**src/rtl/code_lock_pkg.sv**
```systemverilog
// Shared types and width helpers for the code lock controller.
package code_lock_pkg;

  typedef enum logic [1:0] {
    ST_ENTRY   = 2'd0,
    ST_OPEN    = 2'd1,
    ST_PROG    = 2'd2,
    ST_LOCKOUT = 2'd3
  } state_t;

  // digit_cnt must hold 0..DIGITS
  function automatic int cnt_w(input int digits);
    return $clog2(digits + 1);
  endfunction

  // tries_left must hold 0..MAX_TRIES
  function automatic int tries_w(input int max_tries);
    return $clog2(max_tries + 1);
  endfunction

  // lockout counter must hold 0..LOCK_CYCLES
  function automatic int lock_w(input int lock_cycles);
    return $clog2(lock_cycles + 1);
  endfunction

endpackage

```
**src/rtl/code_lock_ctrl_lockout_timer.sv**
```systemverilog
// Load/count-down lockout timer; done is high during the last counted cycle
// so the controller leaves lockout on the edge that ends it.
module lockout_timer
  import code_lock_pkg::*;
#(
  parameter int LOCK_CYCLES = 16
) (
  input  logic clk,
  input  logic rst,
  input  logic load,
  output logic done
);

  localparam int LW = lock_w(LOCK_CYCLES);

  logic [LW-1:0] cnt;

  // load to LOCK_CYCLES, then count down to zero and rest there
  always_ff @(posedge clk or posedge rst) begin
    if (rst)              cnt <= '0;
    else if (load)        cnt <= LW'(LOCK_CYCLES);
    else if (cnt != '0)   cnt <= cnt - 1'b1;
  end

  assign done = (cnt == LW'(1));

endmodule

```
**src/rtl/code_lock_ctrl.sv**
```systemverilog
// Code lock controller: MSB-first digit entry, try counting with timed
// lockout, and code reprogramming while open.
module code_lock_ctrl
  import code_lock_pkg::*;
#(
  parameter int DIGITS      = 4,
  parameter int DIGIT_W     = 2,
  parameter int MAX_TRIES   = 3,
  parameter int LOCK_CYCLES = 16,
  parameter logic [DIGITS*DIGIT_W-1:0] INIT_CODE = 'hE4
) (
  input  logic                          btnclk,
  input  logic                          rst,
  input  logic [DIGIT_W-1:0]            din,
  input  logic                          din_valid,
  input  logic                          clr,
  input  logic                          prog,
  output logic                          pass,
  output logic                          fail,
  output logic                          open,
  output logic                          locked,
  output logic                          prog_done,
  output logic [cnt_w(DIGITS)-1:0]      digit_cnt,
  output logic [tries_w(MAX_TRIES)-1:0] tries_left
);

  localparam int CW     = cnt_w(DIGITS);
  localparam int TW     = tries_w(MAX_TRIES);
  localparam int CODE_W = DIGITS * DIGIT_W;
  // the final digit comes straight from din, so only DIGITS-1 are buffered
  localparam int SH_W   = CODE_W - DIGIT_W;

  state_t              state;
  logic [CODE_W-1:0]   code;
  logic [SH_W-1:0]     shadow;
  logic [CODE_W-1:0]   shadow_nxt;
  logic                err;
  logic [DIGIT_W-1:0]  exp_digit;
  logic                last;
  logic                bad;
  logic                lock_load;
  logic                tmr_done;

  // expected digit for the current position, plus outcome of this strobe
  always_comb begin
    exp_digit = '0;
    for (int k = 0; k < DIGITS; k++)
      if (digit_cnt == CW'(k)) exp_digit = code[(DIGITS-1-k)*DIGIT_W +: DIGIT_W];
    last       = (digit_cnt == CW'(DIGITS - 1));
    bad        = err | (din != exp_digit);
    shadow_nxt = {shadow, din};
    lock_load  = (state == ST_ENTRY) & din_valid & ~clr & last & bad &
                 (tries_left <= TW'(1));
  end

  lockout_timer #(.LOCK_CYCLES(LOCK_CYCLES)) u_tmr (
    .clk  (btnclk),
    .rst  (rst),
    .load (lock_load),
    .done (tmr_done)
  );

  // main controller; all outputs are registered here
  always_ff @(posedge btnclk or posedge rst) begin
    if (rst) begin
      state      <= ST_ENTRY;
      code       <= INIT_CODE;
      shadow     <= '0;
      err        <= 1'b0;
      digit_cnt  <= '0;
      tries_left <= TW'(MAX_TRIES);
      pass       <= 1'b0;
      fail       <= 1'b0;
      prog_done  <= 1'b0;
      open       <= 1'b0;
      locked     <= 1'b0;
    end else begin
      pass      <= 1'b0;
      fail      <= 1'b0;
      prog_done <= 1'b0;
      case (state)
        ST_ENTRY: begin
          if (clr) begin
            digit_cnt <= '0;
            err       <= 1'b0;
          end else if (din_valid) begin
            if (last) begin
              // judge only after the full code so partial codes can't be probed
              digit_cnt <= '0;
              err       <= 1'b0;
              if (bad) begin
                fail <= 1'b1;
                if (tries_left <= TW'(1)) begin
                  tries_left <= '0;
                  state      <= ST_LOCKOUT;
                  locked     <= 1'b1;
                end else begin
                  tries_left <= tries_left - 1'b1;
                end
              end else begin
                pass       <= 1'b1;
                tries_left <= TW'(MAX_TRIES);
                state      <= ST_OPEN;
                open       <= 1'b1;
              end
            end else begin
              digit_cnt <= digit_cnt + 1'b1;
              err       <= bad;
            end
          end
        end
        ST_OPEN: begin
          if (clr) begin
            state <= ST_ENTRY;
            open  <= 1'b0;
          end else if (din_valid && prog) begin
            state     <= ST_PROG;
            shadow    <= SH_W'(din);
            digit_cnt <= CW'(1);
          end
        end
        ST_PROG: begin
          if (clr) begin
            state     <= ST_OPEN;
            digit_cnt <= '0;
          end else if (din_valid) begin
            if (last) begin
              code      <= shadow_nxt;
              prog_done <= 1'b1;
              state     <= ST_OPEN;
              digit_cnt <= '0;
            end else begin
              shadow    <= shadow_nxt[SH_W-1:0];
              digit_cnt <= digit_cnt + 1'b1;
            end
          end
        end
        ST_LOCKOUT: begin
          if (tmr_done) begin
            state      <= ST_ENTRY;
            locked     <= 1'b0;
            tries_left <= TW'(MAX_TRIES);
          end
        end
        default: state <= ST_ENTRY;
      endcase
    end
  end

endmodule

```
**config.mk**
```make
export PLATFORM = sky130hd
export DESIGN_NAME = code_lock_ctrl
export DESIGN_NICKNAME = d
export VERILOG_FILES = /design/src/rtl/code_lock_pkg.sv /design/src/rtl/code_lock_ctrl_lockout_timer.sv /design/src/rtl/code_lock_ctrl.sv
export SDC_FILE = /design/constraint.sdc
export NUM_CORES = 1
export LEC_CHECK = 0
export ABC_AREA = 1
export CAP_MARGIN = 20
export CORE_ASPECT_RATIO = 0.8
export CORE_MARGIN = 1
export CORE_UTILIZATION = 55
export DETAILED_ROUTE_END_ITERATION = 10
export DONT_BUFFER_PORTS = 1
export HOLD_SLACK_MARGIN = 0.12
export PLACE_DENSITY = 0.79
export SLEW_MARGIN = 30
export SYNTH_ARGS = -nofsm -noshare
export SYNTH_HDL_FRONTEND = slang
export SYNTH_SLANG_ARGS = --single-unit
```
**constraint.sdc**
```tcl
create_clock -name btnclk -period 1.92 [get_ports btnclk]
set_input_delay 0.576 -clock btnclk [delete_from_list [all_inputs] [get_ports btnclk]]
set_output_delay 0.576 -clock btnclk [all_outputs]
set_load 0.1 [all_outputs]
```
==> impl_metrics.py <==
metrics = {
    "setup_path": {
        "critPathMaxFanout": 12,
        "r2r_cells": 9,
        "ff2ff_setup_slack_ps": 80,
        "critPathCaptureType": "flip-flop",
        "timing.setup.critical_path_class": "flip-flop to flip-flop",
        "worst_setup_path_start_kind": "flip-flop",
        "timing.critical_path.required_ps": 2120,
        "crit_start": "digit_cnt[0]$_DFFE_PP0P_",
        "max_stage_delay_ps": 510,
        "cp_data_arrival_time_ps": 2040,
        "critPathCapture": "shadow[0]$_DFFE_PP0P_",
        "reg2reg_to": "shadow[0]$_DFFE_PP0P_",
        "path_cells": "ha_1 -> nand2_4 -> inv_4 -> nor2_4 -> nand2_1 -> o31ai_4 -> buf_12 -> nand2_1 -> o21ai_0",
        "timing.critical_path.mode_cell": "nand2_1",
        "critPathSlowestCell": "dfrtp_4",
        "rr_startpoint": "digit_cnt[0]$_DFFE_PP0P_",
    },
    "grt": {
        "grt_first_pass_wirelength_um": 5610,
        "grtUsageTotal_pct": 23.1,
        "grt_max_degree": 33,
        "initial_antenna_violation_count": 0,
        "grt.overflow.total": 0,
        "via_count_of_the_first_global_routing_pass": 1297,
    },
    "timing": {
        "fmax_mhz": 543,
        "final_min_period_over_clock_period_pct": 95.8,
        "final_critical_path_setup_slack_ps": 79.7,
        "slew_viol_final": 0,
        "slew_headroom_pct": 60.8,
        "worstMarginPinSlew_ps": 588,
        "report.final.hold_viol_count": 0,
        "worst_clock_skew_ps": 6.41,
        "min_period_ps": 1840,
        "report.final.setup_viol": 0,
    },
    "route": {
        "detail_route.first_pass.iterations": 4,
        "route.met2.wl_um": 1810,
        "first_iter_violations": 66,
        "ant_nets": 0,
        "routed_via_density": 5.59,
        "wl_per_cell_um": 14.7,
        "wl_met1_um": 1600,
        "drt_wl_total_um": 3790,
        "top_signal_layer_used": "met4",
        "detail_route.drc_violations": 0,
        "vias": 1443,
        "dr_wl_met3_um": 315,
    },
    "synth": {
        "synth.distinct_cells": 29,
        "yosys_register_bits": 32,
        "synth.avg_cell_area_um2": 8.58,
        "synthCells": 202,
        "ys_seq_area_share_pct": 46.6,
        "ys.warnings.count": 0,
        "postSynthNetCount": 216,
        "post-synth-top-area-fraction_pct": 37.5,
        "postSynth.asyncResetShare_pct": 100,
        "synth.area.top_cells": "dfrtp_1, dfstp_2, nand2_1",
        "synth_ff_type": "dfrtp_1",
        "yosys-top-cells-count": "nand2_1, inv_1, dfrtp_1",
        "yosysTopAreaCell": "dfrtp_1",
        "netlist_area_um2": 1730,
        "post-synth-top-count-cell": "nand2_1",
        "synth-edff-count": 0,
    },
    "floorplanning": {
        "placeableCoreArea_um2": 2870,
        "die_w_um": 64.8,
        "design.die.area_um2": 3380,
        "num_io_pins": 17,
        "starting_utilization_of_the_core_area_pct": 60.3,
        "height_of_the_die_um": 52.2,
        "std_cell_rows": 17,
    },
    "clock_network": {
        "clk_latency_ps": 290,
        "cts_inserted_buffers": 5,
        "cts_sinks": 32,
        "htreeDepth": 2,
        "cts.path.max_buffers": 2,
        "clk_pin_slew_worst_paths_ps": 70,
        "cts.root.buffer_cell": "clkbuf_8",
        "tritoncts": "done",
    },
    "layout": {
        "final_layout_net_count": 233,
        "multi_input_gate_area_um2": 815,
        "area_delta_synth_final_pct": 17.5,
        "number_of_diodes": 0,
        "total_area_of_sequential_cells_um2": 817,
        "drive_above_1_share_pct": 28.6,
        "number_of_cells_in_the_finished_layout_apart_from_fillers": 258,
        "n_fill_cell": 206,
    },
    "place": {
        "number_of_placed_instances_taps_included": 246,
        "buffer_ports.inserted": 0,
        "globalplace.congestion": 0.870,
        "dpl.hpwl_um": 2550,
        "preCtsSetupSlack_ps": 27.3,
    },
    "status": {
        "run_status": "completed",
    },
    "power_and_ir_drop": {
        "cell_internal_pwr_mw": 1.92,
        "pwr_density_cell_nw_per_um2": 1770,
        "netSwitchingFraction_pct": 46.8,
        "power_switching_mw": 1.69,
        "share_clk_of_total_power_pct": 17.6,
        "vdd_ir_drop_max_uv": 898,
        "combPwrFrac_pct": 44.6,
        "power.leakage_nw": 0.989,
        "part_of_the_total_power_dissipated_in_sequential_elements_pct": 37.9,
    },
    "worst_hold_path": {
        "holdCritPathClass": "input pin to asynchronous set/reset pin",
    },
    "run": {
        "timing.max_cap.violations": 0,
    },
}
-- critical path, delay by kind of cell, from the launching register on --
kind                     cells  cell delay, ps
adder cells (fa/ha/maj)      1             260
AO/OA/AOI/OAI                2             380
flip-flops                   1             510
AND/OR/NAND/NOR              4             380
buffers and inverters        2             210
-- worst min-delay path by stage --
stage / cells past startpoint / slack (ps) / to / startpoint
floorplan: 2 / 440 / code[3]$_DFFE_PP0P_ / code[3]$_DFFE_PP0P_
global placement: 2 / 480 / code[7]$_DFFE_PP1P_ / code[7]$_DFFE_PP1P_
detailed placement: 2 / 480 / code[7]$_DFFE_PP1P_ / code[7]$_DFFE_PP1P_
CTS: 2 / 270 / u_tmr.cnt[1]$_DFFE_PP0P_ / rst
global route: 2 / 290 / prog_done$_DFF_PP0_ / rst
finish: 2 / 250 / locked$_DFFE_PP0P_ / rst
-- flip-flops by register name (all words and copies together) (netlist names), 2 cells and up --
register and flops:
code 8, tries_left 2, shadow 6, digit_cnt 3, state 2, u_tmr.cnt 5
-- timing repair --
item | CTS | global route
buffers inserted | 0 | 4
resized for setup | 0 | 16
hold buffers | 0 | 0
endpoints found under the setup margin | 0 | 19
-- power groups by stage --
stage          registers, mW  logic [mW]  clock network [mW]
2_1_floorplan           1.52       0.955                   0
5_1_grt                 1.39        1.77               0.672
4_1_cts                 1.35        1.42               0.638
3_5_place_dp            1.35        1.41                   0
3_3_place_gp            1.34        1.34                   0
6_report                1.37        1.61               0.634
-- logic make-up after synthesis --
group | after synthesis | synth area share [%]
simple gates | 88 | 25.7
buf+inv | 39 | 9.89
compound gates | 33 | 11.2
flops | 32 | 46.6
fa+ha+maj | 7 | 5.05
xor+xnor | 3 | 1.52
-- final cells by class --
type	count	area share, %
timing repair buffer	13	5.41
tap	38	2.33
clock inverter	2	1.72
inverter	36	6.88
sequential	32	40.1
clock buffer	6	3.56
multi-input combinational	131	40.0
-- layer usage --
metal / up-vias / GRT usage, %
li1: 682 / -
met3: 12 / 7.39
met2: 66 / 36.6
met5: - / 0
met1: 683 / 28.7
met4: 0 / 11.1
-- stage by stage --
step | cell area, µm² | hold slack [ps] | utilization (%) | total power, mW | setup TNS [ps]
global placement | 1820 | 481 | 63.5 | 2.68 | 0
finish | 2040 | 253 | 70.9 | 3.61 | 0
floorplan | 1740 | 444 | - | 2.47 | 0
global route | 2040 | 287 | 70.9 | 3.83 | -44.6
detailed placement | 1820 | 481 | 63.5 | 2.76 | 0
CTS | 1930 | 268 | 67.2 | 3.40 | 0
-- cells in the final DEF, fill, tap and decap left out, types with 2 or more instances in the layout --
| cell | count |
|---|---|
| a21oi_1 | 4 |
| buf_4 | 12 |
| clkbuf_8 | 5 |
| dfrtp_1 | 23 |
| dfrtp_4 | 2 |
| dfstp_2 | 6 |
| ha_1 | 4 |
| ha_2 | 2 |
| inv_1 | 30 |
| inv_2 | 4 |
| inv_4 | 2 |
| nand2_1 | 35 |
| nand2_2 | 6 |
| nand2_4 | 2 |
| nand3_1 | 17 |
| nand3_2 | 3 |
| nand3_4 | 2 |
| nand3b_1 | 2 |
| nand4_1 | 2 |
| nor2_1 | 9 |
| nor2_2 | 5 |
| nor2_4 | 2 |
| o21ai_0 | 20 |
| o21ai_1 | 3 |
| o21ai_2 | 2 |
| xor2_1 | 3 |
(Power assumes the default switching activity.)
